## config.mk

```make
export PLATFORM = sky130hd
export DESIGN_NAME = vga_pattern_gen
export DESIGN_NICKNAME = d
export VERILOG_FILES = /design/src/rtl/vga_pkg.sv /design/src/rtl/vga_box_mover.sv /design/src/rtl/vga_pattern_gen.sv
export SDC_FILE = /design/constraint.sdc
export NUM_CORES = 1
export LEC_CHECK = 0
export ABC_AREA = 1
export BUFFER_PORTS_ARGS = -buffer_cell sky130_fd_sc_hd__clkbuf_2
export CAP_MARGIN = 20
export CORE_UTILIZATION = 30
export CTS_CLUSTER_DIAMETER = 60
export DETAILED_ROUTE_END_ITERATION = 7
export GPL_TIMING_DRIVEN = 0
export HOLD_SLACK_MARGIN = 0.02
export PLACE_DENSITY = 0.44
export SYNTH_ARGS = -nofsm -noshare
export SYNTH_HDL_FRONTEND = slang
export SYNTH_SLANG_ARGS = --single-unit
```

## constraint.sdc

```tcl
create_clock -name clk -period 3.1 [get_ports clk]
set_clock_uncertainty 0.1 [all_clocks]
set_input_delay 0.31 -clock clk [delete_from_list [all_inputs] [get_ports clk]]
set_output_delay 0.31 -clock clk [all_outputs]
set_load 0.05 [all_outputs]
```

## src/rtl/vga_pkg.sv

```systemverilog
// Shared types and constants for the VGA pixel pipeline: pattern encoding,
// colour-bar palette and default 1280x1024 timing.
package vga_pkg;

    typedef enum logic [1:0] {
        SOLID   = 2'd0,
        BARS    = 2'd1,
        CHECKER = 2'd2,
        BOX     = 2'd3
    } pattern_e;

    localparam logic [11:0] BAR_WHITE   = 12'hFFF;
    localparam logic [11:0] BAR_YELLOW  = 12'hFF0;
    localparam logic [11:0] BAR_CYAN    = 12'h0FF;
    localparam logic [11:0] BAR_GREEN   = 12'h0F0;
    localparam logic [11:0] BAR_MAGENTA = 12'hF0F;
    localparam logic [11:0] BAR_RED     = 12'hF00;
    localparam logic [11:0] BAR_BLUE    = 12'h00F;
    localparam logic [11:0] BAR_BLACK   = 12'h000;

    localparam int H_DISPLAY = 1280;
    localparam int H_FRONT   = 48;
    localparam int H_SYNC    = 112;
    localparam int H_BACK    = 248;
    localparam int V_DISPLAY = 1024;
    localparam int V_FRONT   = 1;
    localparam int V_SYNC    = 3;
    localparam int V_BACK    = 38;
    localparam int BOX_SIZE_DEFAULT = 64;

    function automatic logic [11:0] bar_colour(input logic [2:0] idx);
        logic [11:0] c;
        case (idx)
            3'd0:    c = BAR_WHITE;
            3'd1:    c = BAR_YELLOW;
            3'd2:    c = BAR_CYAN;
            3'd3:    c = BAR_GREEN;
            3'd4:    c = BAR_MAGENTA;
            3'd5:    c = BAR_RED;
            3'd6:    c = BAR_BLUE;
            default: c = BAR_BLACK;
        endcase
        return c;
    endfunction

endpackage

```

## src/rtl/vga_box_mover.sv

```systemverilog
// Bouncing-box position: one step per qualifying frame, reflecting off the
// display edges so the box always stays fully on screen.
module vga_box_mover #(
    parameter int HD       = 1280,
    parameter int VD       = 1024,
    parameter int BOX_SIZE = 64,
    parameter int XW       = 11,
    parameter int YW       = 11
) (
    input  logic          clk,
    input  logic          arstn,
    input  logic          step_i,
    output logic [XW-1:0] box_x_o,
    output logic [YW-1:0] box_y_o
);

    localparam logic [XW-1:0] X_LIM = XW'(HD - BOX_SIZE);
    localparam logic [YW-1:0] Y_LIM = YW'(VD - BOX_SIZE);

    logic [XW-1:0] box_x_q, box_x_d;
    logic [YW-1:0] box_y_q, box_y_d;
    logic          dir_x_q, dir_x_d;
    logic          dir_y_q, dir_y_d;

    // Next position: reflect at the far edge, bounce back to 1 at the origin.
    always_comb begin
        box_x_d = box_x_q;
        dir_x_d = dir_x_q;
        box_y_d = box_y_q;
        dir_y_d = dir_y_q;
        if (step_i) begin
            if (dir_x_q && (box_x_q == X_LIM)) begin
                dir_x_d = 1'b0;
                box_x_d = box_x_q - XW'(1);
            end else if (!dir_x_q && (box_x_q == '0)) begin
                dir_x_d = 1'b1;
                box_x_d = XW'(1);
            end else if (dir_x_q) begin
                box_x_d = box_x_q + XW'(1);
            end else begin
                box_x_d = box_x_q - XW'(1);
            end

            if (dir_y_q && (box_y_q == Y_LIM)) begin
                dir_y_d = 1'b0;
                box_y_d = box_y_q - YW'(1);
            end else if (!dir_y_q && (box_y_q == '0)) begin
                dir_y_d = 1'b1;
                box_y_d = YW'(1);
            end else if (dir_y_q) begin
                box_y_d = box_y_q + YW'(1);
            end else begin
                box_y_d = box_y_q - YW'(1);
            end
        end else begin
            box_x_d = box_x_q;
            box_y_d = box_y_q;
        end
    end

    // Position and direction registers.
    always_ff @(posedge clk or negedge arstn) begin
        if (!arstn) begin
            box_x_q <= '0;
            box_y_q <= '0;
            dir_x_q <= 1'b1;
            dir_y_q <= 1'b1;
        end else begin
            box_x_q <= box_x_d;
            box_y_q <= box_y_d;
            dir_x_q <= dir_x_d;
            dir_y_q <= dir_y_d;
        end
    end

    assign box_x_o = box_x_q;
    assign box_y_o = box_y_q;

endmodule

```

## src/rtl/vga_pattern_gen.sv

```systemverilog
// Test-pattern pixel source driven by the VGA timing counters; the RGB output
// is registered to line up with the generator's registered sync outputs.
module vga_pattern_gen
    import vga_pkg::*;
#(
    parameter int HSYNC_BITS = 11,
    parameter int VSYNC_BITS = 11,
    parameter int HD         = H_DISPLAY,
    parameter int HF         = H_FRONT,
    parameter int HR         = H_SYNC,
    parameter int HB         = H_BACK,
    parameter int VD         = V_DISPLAY,
    parameter int VF         = V_FRONT,
    parameter int VR         = V_SYNC,
    parameter int VB         = V_BACK,
    parameter int BOX_SIZE   = BOX_SIZE_DEFAULT
) (
    input  logic                  clk,
    input  logic                  arstn,
    input  logic [HSYNC_BITS-1:0] hcount,
    input  logic [VSYNC_BITS-1:0] vcount,
    input  logic [1:0]            mode_i,
    input  logic [11:0]           color_i,
    output logic [11:0]           rgb_o,
    output logic [1:0]            mode_o,
    output logic                  frame_start_o
);

    localparam logic [HSYNC_BITS-1:0] HMAX_C     = HSYNC_BITS'(HD + HF + HR + HB - 1);
    localparam logic [HSYNC_BITS-1:0] HOFS_C     = HSYNC_BITS'(HR + HB);
    localparam logic [HSYNC_BITS-1:0] HEND_C     = HSYNC_BITS'(HR + HB + HD);
    localparam logic [VSYNC_BITS-1:0] VMAX_C     = VSYNC_BITS'(VD + VF + VR + VB - 1);
    localparam logic [VSYNC_BITS-1:0] VOFS_C     = VSYNC_BITS'(VR + VB);
    localparam logic [VSYNC_BITS-1:0] VEND_C     = VSYNC_BITS'(VR + VB + VD);
    localparam logic [HSYNC_BITS-1:0] BAR_LAST_C = HSYNC_BITS'(HD / 8 - 1);
    localparam logic [HSYNC_BITS-1:0] BOX_W_C    = HSYNC_BITS'(BOX_SIZE);
    localparam logic [VSYNC_BITS-1:0] BOX_H_C    = VSYNC_BITS'(BOX_SIZE);

    pattern_e                  mode_q, mode_d;
    logic [11:0]               rgb_q, rgb_d;
    logic                      frame_start_q;
    logic [HSYNC_BITS-1:0]     bar_pix_q, bar_pix_d;
    logic [2:0]                bar_idx_q, bar_idx_d;

    logic                      active_s;
    logic                      fb_s;
    logic                      step_s;
    logic                      in_box_s;
    logic [HSYNC_BITS-1:0]     x_s;
    logic [VSYNC_BITS-1:0]     y_s;
    logic [HSYNC_BITS-1:0]     pix_cur_s;
    logic [2:0]                idx_cur_s;
    logic [HSYNC_BITS-1:0]     box_x_s;
    logic [VSYNC_BITS-1:0]     box_y_s;

    assign active_s = (hcount >= HOFS_C) && (hcount < HEND_C) &&
                      (vcount >= VOFS_C) && (vcount < VEND_C);
    assign x_s      = hcount - HOFS_C;
    assign y_s      = vcount - VOFS_C;
    assign fb_s     = (hcount == HMAX_C) && (vcount == VMAX_C);
    assign step_s   = fb_s && (mode_q == BOX);
    assign in_box_s = (x_s >= box_x_s) && (x_s < (box_x_s + BOX_W_C)) &&
                      (y_s >= box_y_s) && (y_s < (box_y_s + BOX_H_C));

    vga_box_mover #(
        .HD       (HD),
        .VD       (VD),
        .BOX_SIZE (BOX_SIZE),
        .XW       (HSYNC_BITS),
        .YW       (VSYNC_BITS)
    ) u_box_mover (
        .clk     (clk),
        .arstn   (arstn),
        .step_i  (step_s),
        .box_x_o (box_x_s),
        .box_y_o (box_y_s)
    );

    // Bar tracking: x==0 forces the pair to zero for the pixel being shown, so
    // the bar index never needs a divide by the bar width.
    always_comb begin
        pix_cur_s = bar_pix_q;
        idx_cur_s = bar_idx_q;
        bar_pix_d = bar_pix_q;
        bar_idx_d = bar_idx_q;
        if (active_s && (x_s == '0)) begin
            pix_cur_s = '0;
            idx_cur_s = 3'd0;
        end else begin
            pix_cur_s = bar_pix_q;
            idx_cur_s = bar_idx_q;
        end
        if (active_s) begin
            if (pix_cur_s == BAR_LAST_C) begin
                bar_pix_d = '0;
                bar_idx_d = (idx_cur_s == 3'd7) ? 3'd7 : (idx_cur_s + 3'd1);
            end else begin
                bar_pix_d = pix_cur_s + HSYNC_BITS'(1);
                bar_idx_d = idx_cur_s;
            end
        end else begin
            bar_pix_d = bar_pix_q;
            bar_idx_d = bar_idx_q;
        end
    end

    // Pattern select and frame-boundary mode latch.
    always_comb begin
        rgb_d  = 12'h000;
        mode_d = mode_q;
        if (fb_s) begin
            mode_d = pattern_e'(mode_i);
        end else begin
            mode_d = mode_q;
        end
        if (active_s) begin
            case (mode_q)
                SOLID:   rgb_d = color_i;
                BARS:    rgb_d = bar_colour(idx_cur_s);
                CHECKER: rgb_d = (x_s[5] ^ y_s[5]) ? color_i : 12'h000;
                BOX:     rgb_d = in_box_s ? color_i : 12'h000;
                default: rgb_d = 12'h000;
            endcase
        end else begin
            rgb_d = 12'h000;
        end
    end

    // Output, mode and bar-counter registers.
    always_ff @(posedge clk or negedge arstn) begin
        if (!arstn) begin
            rgb_q         <= 12'h000;
            mode_q        <= SOLID;
            frame_start_q <= 1'b0;
            bar_pix_q     <= '0;
            bar_idx_q     <= 3'd0;
        end else begin
            rgb_q         <= rgb_d;
            mode_q        <= mode_d;
            frame_start_q <= fb_s;
            bar_pix_q     <= bar_pix_d;
            bar_idx_q     <= bar_idx_d;
        end
    end

    assign rgb_o         = rgb_q;
    assign mode_o        = mode_q;
    assign frame_start_o = frame_start_q;

endmodule

```

# Word-level counts from Yosys, hierarchy flattened
# Index checks and enable logic that the tools add are counted.
# Widths: inputs -> output; s select.
[op_classes]
n_addsub = 10
magnitude_cmp = 8
n_eq_ne = 15
mux = 20
bitwise = 1
reduce_logical = 24
[op_table]
columns = ["op", "count"]
rows = [
  ["$mux 11", 8],
  ["$pmux 12 s7", 1],
  ["$pmux 12 s4", 1],
  ["$mux 12", 3],
  ["$add 11x1->11 const B", 3],
  ["$eq 11x11->1 const B", 3],
  ["$logic_not 11->1", 3],
  ["$add 11x7->11 const B", 2],
  ["$ge 11x11->1", 2],
  ["$lt 11x11->1", 2],
  ["$lt 11x11->1 const B", 2],
  ["$sub 11x1->11 const B", 2],
  ["$logic_and 1x1->1", 13],
  ["$eq 3x3->1 const B", 4],
  ["$eq 11x10->1 const B", 1],
  ["$eq 11x8->1 const B", 1],
  ["$ge 11x6->1 const B", 1],
  ["$ge 11x9->1 const B", 1],
  ["$sub 11x6->11 const B", 1],
  ["$sub 11x9->11 const B", 1],
  ["$mux 3", 3],
  ["$eq 3x2->1 const B", 2],
  ["$eq 2x2->1 const B", 2],
  ["$mux 1", 4],
  ["other kinds (9)", 12],
]
[totals]
reg_bits = 53
inputBits = 38

# Depth between registers and ports, before layout
[logic_depth]
depth_word = 10
mapped_depth = 20
mapped_depth_nobuf = 20

# Hierarchy
# From an unflattened synthesis, not the netlist that was laid out.
[hier_totals]
hier_cells = 880
area_unflattened_um2 = 5610.4
[by_module_without_submodules]
columns = ["module", "instances", "cells_per_inst", "area_per_inst_um2", "seq_area_each_um2"]
rows = [
  ["vga_pattern_gen", 1, 527, 3439.5, 725.7],
  ["vga_box_mover", 1, 353, 2170.8, 603.1],
]

# Least setup slack after synthesis
# No wires, ideal clock.
[synth_path]
path_kind = "input to register"
from = "input vcount[0]"
to = "register rgb_q[3], in the netlist rgb_o[3]"
t_arrival_ps = 2362
required_time_ps = 2928
path_slack_ps = 566
cell_stages = 19
n_path_buf = 1
cell_sequence = "inv_1 ha_1 nand2_1 nand2_1 a21oi_1 nor2_1 nand2_1 xor2_1 ha_1 nand2_1 nor2_1 nand2_1 o211ai_1 a31oi_1 nand4_2 buf_4 nor2_1 nor2_1 nor2_1"
[synth_via]
elab_chain_cells = 9
elab_cells_between_ends = 24
[synth_lines]
columns = ["item", "line_no", "source"]
rows = [
  ["from (decl)", "vga_pattern_gen.sv:21", "input logic [VSYNC_BITS-1:0] vcount,"],
  ["branches (longest 8 deep; another with $sub 11x6->11)", "--", ""],
  ["$mux 12 *", "vga_pattern_gen.sv:116", "if (active_s) begin"],
  ["named net rgb_d[3]", "vga_pattern_gen.sv:40", "logic [11:0] rgb_q, rgb_d;"],
  ["to (signal assigned)", "vga_pattern_gen.sv:138", "rgb_q <= rgb_d;"],
  ["to (decl)", "vga_pattern_gen.sv:40", ""],
]
# Mark *: on every way through the listed nets, which the timed path passes.
# A chain may end at the register's enable or synchronous reset.

# Final worst setup path
[layout_path]
from = "input hcount[3]"
to = "register bar_pix_q[0]"
[layout_via]
elab_chain_cells = 8
elab_cells_between_ends = 12
[layout_lines]
columns = ["item", "line_no", "source"]
rows = [
  ["from (decl)", "vga_pattern_gen.sv:20", "input logic [HSYNC_BITS-1:0] hcount,"],
  ["branches (longest 8 deep; another with $sub 11x9->11)", "--", ""],
  ["to (signal assigned)", "vga_pattern_gen.sv:141", "bar_pix_q <= bar_pix_d;"],
  ["to (decl)", "vga_pattern_gen.sv:42", "logic [HSYNC_BITS-1:0] bar_pix_q, bar_pix_d;"],
]
# Several ways; the timed one is not identified.

==> results by group <==
Status
  – Status: finished clean

Placed design
  – DP HPWL: 12.4 mm
  – Placement Cell Area: ~0.006 sq mm
  – # port buffers: 52
  – Gp weighted congestion: ~0.86
  – Dpl ws: -0.213 ns

Synth
  – Sequential share of the synthesized area: 25.1%
  – Avg Inst Size Synth: 6.76 sq um
  – Synth async-reset ratio: 100%
  – #FFs+latches synth: 53
  – Post-synth EDFFs: 0
  – Yosys top cell by area: dfrtp_1
  – Cells after Synth: 783
  – Top-area cell type share of the netlist area: between 20 and 25%
  – Synth warn: 0
  – Netlist Area Pre-Place: 0.00529 sq mm
  – Library cells used by synthesis: 52
  – Synthesized netlist net count: 866
  – Synth top area cells: dfrtp_1 (24%), ha_1 (11%), nand2_1 (10%)
  – Ys flop type: dfrtp_1

Timing
  – Rel. slew slack: 45.4%
  – FMAX: 0.350 GHz
  – Final hold slack: about 0.036 ns
  – Final setup viols: 0
  – Worst-Margin Slew: approximately 0.82 ns
  – Worst setup margin: 0.245 ns
  – Fin crit period: 2.86 ns
  – Fin crit share: approximately 92%
  – RSZ-0062 raised after global routing: no
  – Slew Limit Fails: 0
  – Hold violation total from the final report: 0

Clock tree
  – CTS clk-pin slew, worst paths: about 0.070 ns
  – Hold Buf Count CTS: 0
  – CTS tree: built
  – CTS max path bufs: 2
  – CTS Buf Count: 5
  – Clock root cell: clkbuf_16
  – Clk_lat worst skew: slightly below 0.3 ns
  – Post-CTS Setup Bufs: 0
  – Clock sink total: 53
  – H-tree lvl count: 2
  – Cts repair resizes: 0

Power and ir drop
  – Worst vdd ir: between 0.2 and 0.3 mV
  – Total Power: between 1.5 and 2 mW
  – Power per cell area: 309 mW/mm^2
  – P_leak: ~3 nW

Routing
  – Post-route DRC: 0
  – Avg Vias per Cell: 4.94
  – WL/cell: 14.6 um
  – First-pass DRT Iterations: 7
  – DR iter-0 viols: 308
  – Final ANT Viol Nets: 0
  – Drt total wl: 15.6 mm
  – DR vias: between 5000 and 6000

Global route
  – Initial antenna violation count: 0
  – First-pass GRT wire length: approximately 26 mm
  – Total gr overflow: 0
  – Pin count of the biggest net entering global routing: 54
  – Number of global-route vias before repair: 5284
  – Total GRT Usage: 18.0%

Die
  – IO Count: 53
  – Die Y: 135 um
  – DIE AREA: 0.0182 sq mm
  – Core Rows: 48
  – Chip width: 135 um
  – Core area: 0.0172 sq mm
  – Starting Density: 30.7%

Cells and area
  – Finished Cell Area: 0.00600 sq mm
  – Area of the multi-input gates: between 0.003 and 0.004 sq mm
  – Fin util: 34.8%
  – Layout fillers: 1857
  – Total area of sequential cells: 0.00133 sq mm
  – ANT cells: 0
  – Area Growth Syn to Fin: 13.4%
  – Layout cell share with drive strength beyond 1: 13.2%
  – Fin nets: 925

Critical path
  – Critical path data arrival time: around 3 ns
  – Worst Path Max Fanout: 10
  – R2R Setup Slk: 0.34 ns
  – RR Endpoint: rgb_o[2]$_DFF_PN0_
  – CP max stage delay: 0.31 ns
  – Critical Path Most Common Cell: nand2_2
  – Critical path endpoint: bar_pix_q[0]$_DFFE_PN0P_
  – Crit path from: hcount[3]
  – Crit-path slowest cell: ha_1
  – Worst Setup Path Type: in2reg
  – CP cell instances: clkbuf_2 > inv_1 > ha_1 > nor2_1 > a21oi_1 > nand2_1 > nand2_2 > nor2_8 > nand2_8 > inv_4 > nor2_4 > ha_1 > inv_1 > nor3_4 > nand2_2 > nand2_2 > o22ai_1
  – CP Capture Type: flop
  – RR Startpoint: u_box_mover.box_y_o[6]$_DFFE_PN0P_
  – Startpoint types: input port
  – Critical path required time: around 3.2 ns
  – Reg2Reg Depth: 15

Flow run
  – Max Cap Viol: 0

Min path
  – Hold WC Path Type: in2async
[cells in the mapped netlist (2+ instances only)]
cell	count
buf_2	2
clkbuf_1	10
nand3b_1	5
nand2_2	8
nand4_2	2
a31oi_1	4
o31ai_1	4
nand3_2	5
nand2_1	148
nand2_4	3
o21ai_0	56
inv_1	97
o21ai_1	7
nor2_2	5
a211oi_1	3
nand4_1	22
a22oi_1	2
a21o_1	2
dfrtp_1	51
nor3_1	14
dfstp_2	2
ha_1	45
inv_2	5
o221ai_1	2
nor2_1	108
or2_2	3
nand3_1	62
o22ai_1	7
o211ai_1	5
xnor2_1	4
o21bai_1	2
buf_1	2
a21oi_1	37
nor2_4	5
xor2_1	27
[flip-flops by register name, indices dropped and copies added, names as in the netlist]
signal	flops
rgb_o	12
bar_pix_q	11
u_box_mover.box_x_o	11
u_box_mover.box_y_o	11
bar_idx_q	3
mode_o	2
frame_start_o	1
u_box_mover.dir_x_q	1
u_box_mover.dir_y_q	1
[cell type report]
class	count	share of cell area [%]
tap	225	4.69
clock inverter	1	0.125
inverter	104	6.55
sequential	53	22.1
timing repair buffer	52	4.38
clock buffer	7	2.21
multi-input combinational	610	58.5
buffer	16	1.38
[placed cells by master, fill, tap and decap left out, types with 7 or more instances in the layout]
master | Yosys | layout
nor2_1 | 108 | 108
inv_1 | 97 | 97
ha_1 | 45 | 45
dfrtp_1 | 51 | 51
a21oi_1 | 37 | 36
nor3_1 | 14 | 14
nand2_2 | 8 | 8
nand4_1 | 22 | 22
o21ai_0 | 56 | 55
o21ai_1 | 7 | 7
nand3_1 | 62 | 62
o22ai_1 | 7 | 7
clkbuf_1 | 10 | 12
nand2_1 | 148 | 148
xor2_1 | 27 | 27
clkbuf_2 | 0 | 51
[layer usage]
layer	track usage (%)	vias to the layer above	wire length, um
met2	30.2	104	7190
met4	5.43	0	300
met5	0	-	0
met3	2.48	22	569
li1	-	2715	-
met1	24.0	2437	7570
[critical path, delay by kind of cell]
kind | cells | cell delay, ns
and+or+nand+nor | 9 | 1.32
adders and majority gates | 2 | 0.62
buffers and inverters | 4 | 0.46
AOI/OAI and AO/OA | 2 | 0.21
[per-stage QoR]
stage                     cells  setup TNS [ns]
after floorplan             783               0
after global placement     1060           -1.88
after detailed placement   1060           -1.71
after CTS                  1068               0
after global routing       1068               0
final                      1068               0
[report_power, final]
part | internal [mW] | total (mW) | switching, mW
clock | 0.302 | 0.574 | 0.272
combinational | 0.174 | 0.484 | 0.310
sequential | 0.736 | 0.798 | 0.0619
total | 1.21 | 1.86 | 0.644
[kinds of logic after synthesis]
family / share of synthesized area [%]
fa+ha+maj: 10.6
xor+xnor: 5.13
buf+inv: 8.99
flops: 25.1
compound gates: 14.6
simple gates: 35.5
[how the worst min path moves through the flow]
stage,startpoint,to,slack [ns],cells past startpoint
3_5_place_dp,bar_pix_q[10]$_DFFE_PN0P_,bar_pix_q[10]$_DFFE_PN0P_,0.37,2
2_1_floorplan,arstn,bar_idx_q[0]$_DFFE_PN0P_,-0.09,0
4_1_cts,arstn,u_box_mover.box_x_o[2]$_DFFE_PN0P_,0.07,1
6_report,arstn,u_box_mover.box_x_o[2]$_DFFE_PN0P_,0.04,1
3_3_place_gp,bar_pix_q[10]$_DFFE_PN0P_,bar_pix_q[10]$_DFFE_PN0P_,0.37,2
5_1_grt,arstn,u_box_mover.box_x_o[2]$_DFFE_PN0P_,0.11,1
Power figures use the tool's default switching activity.
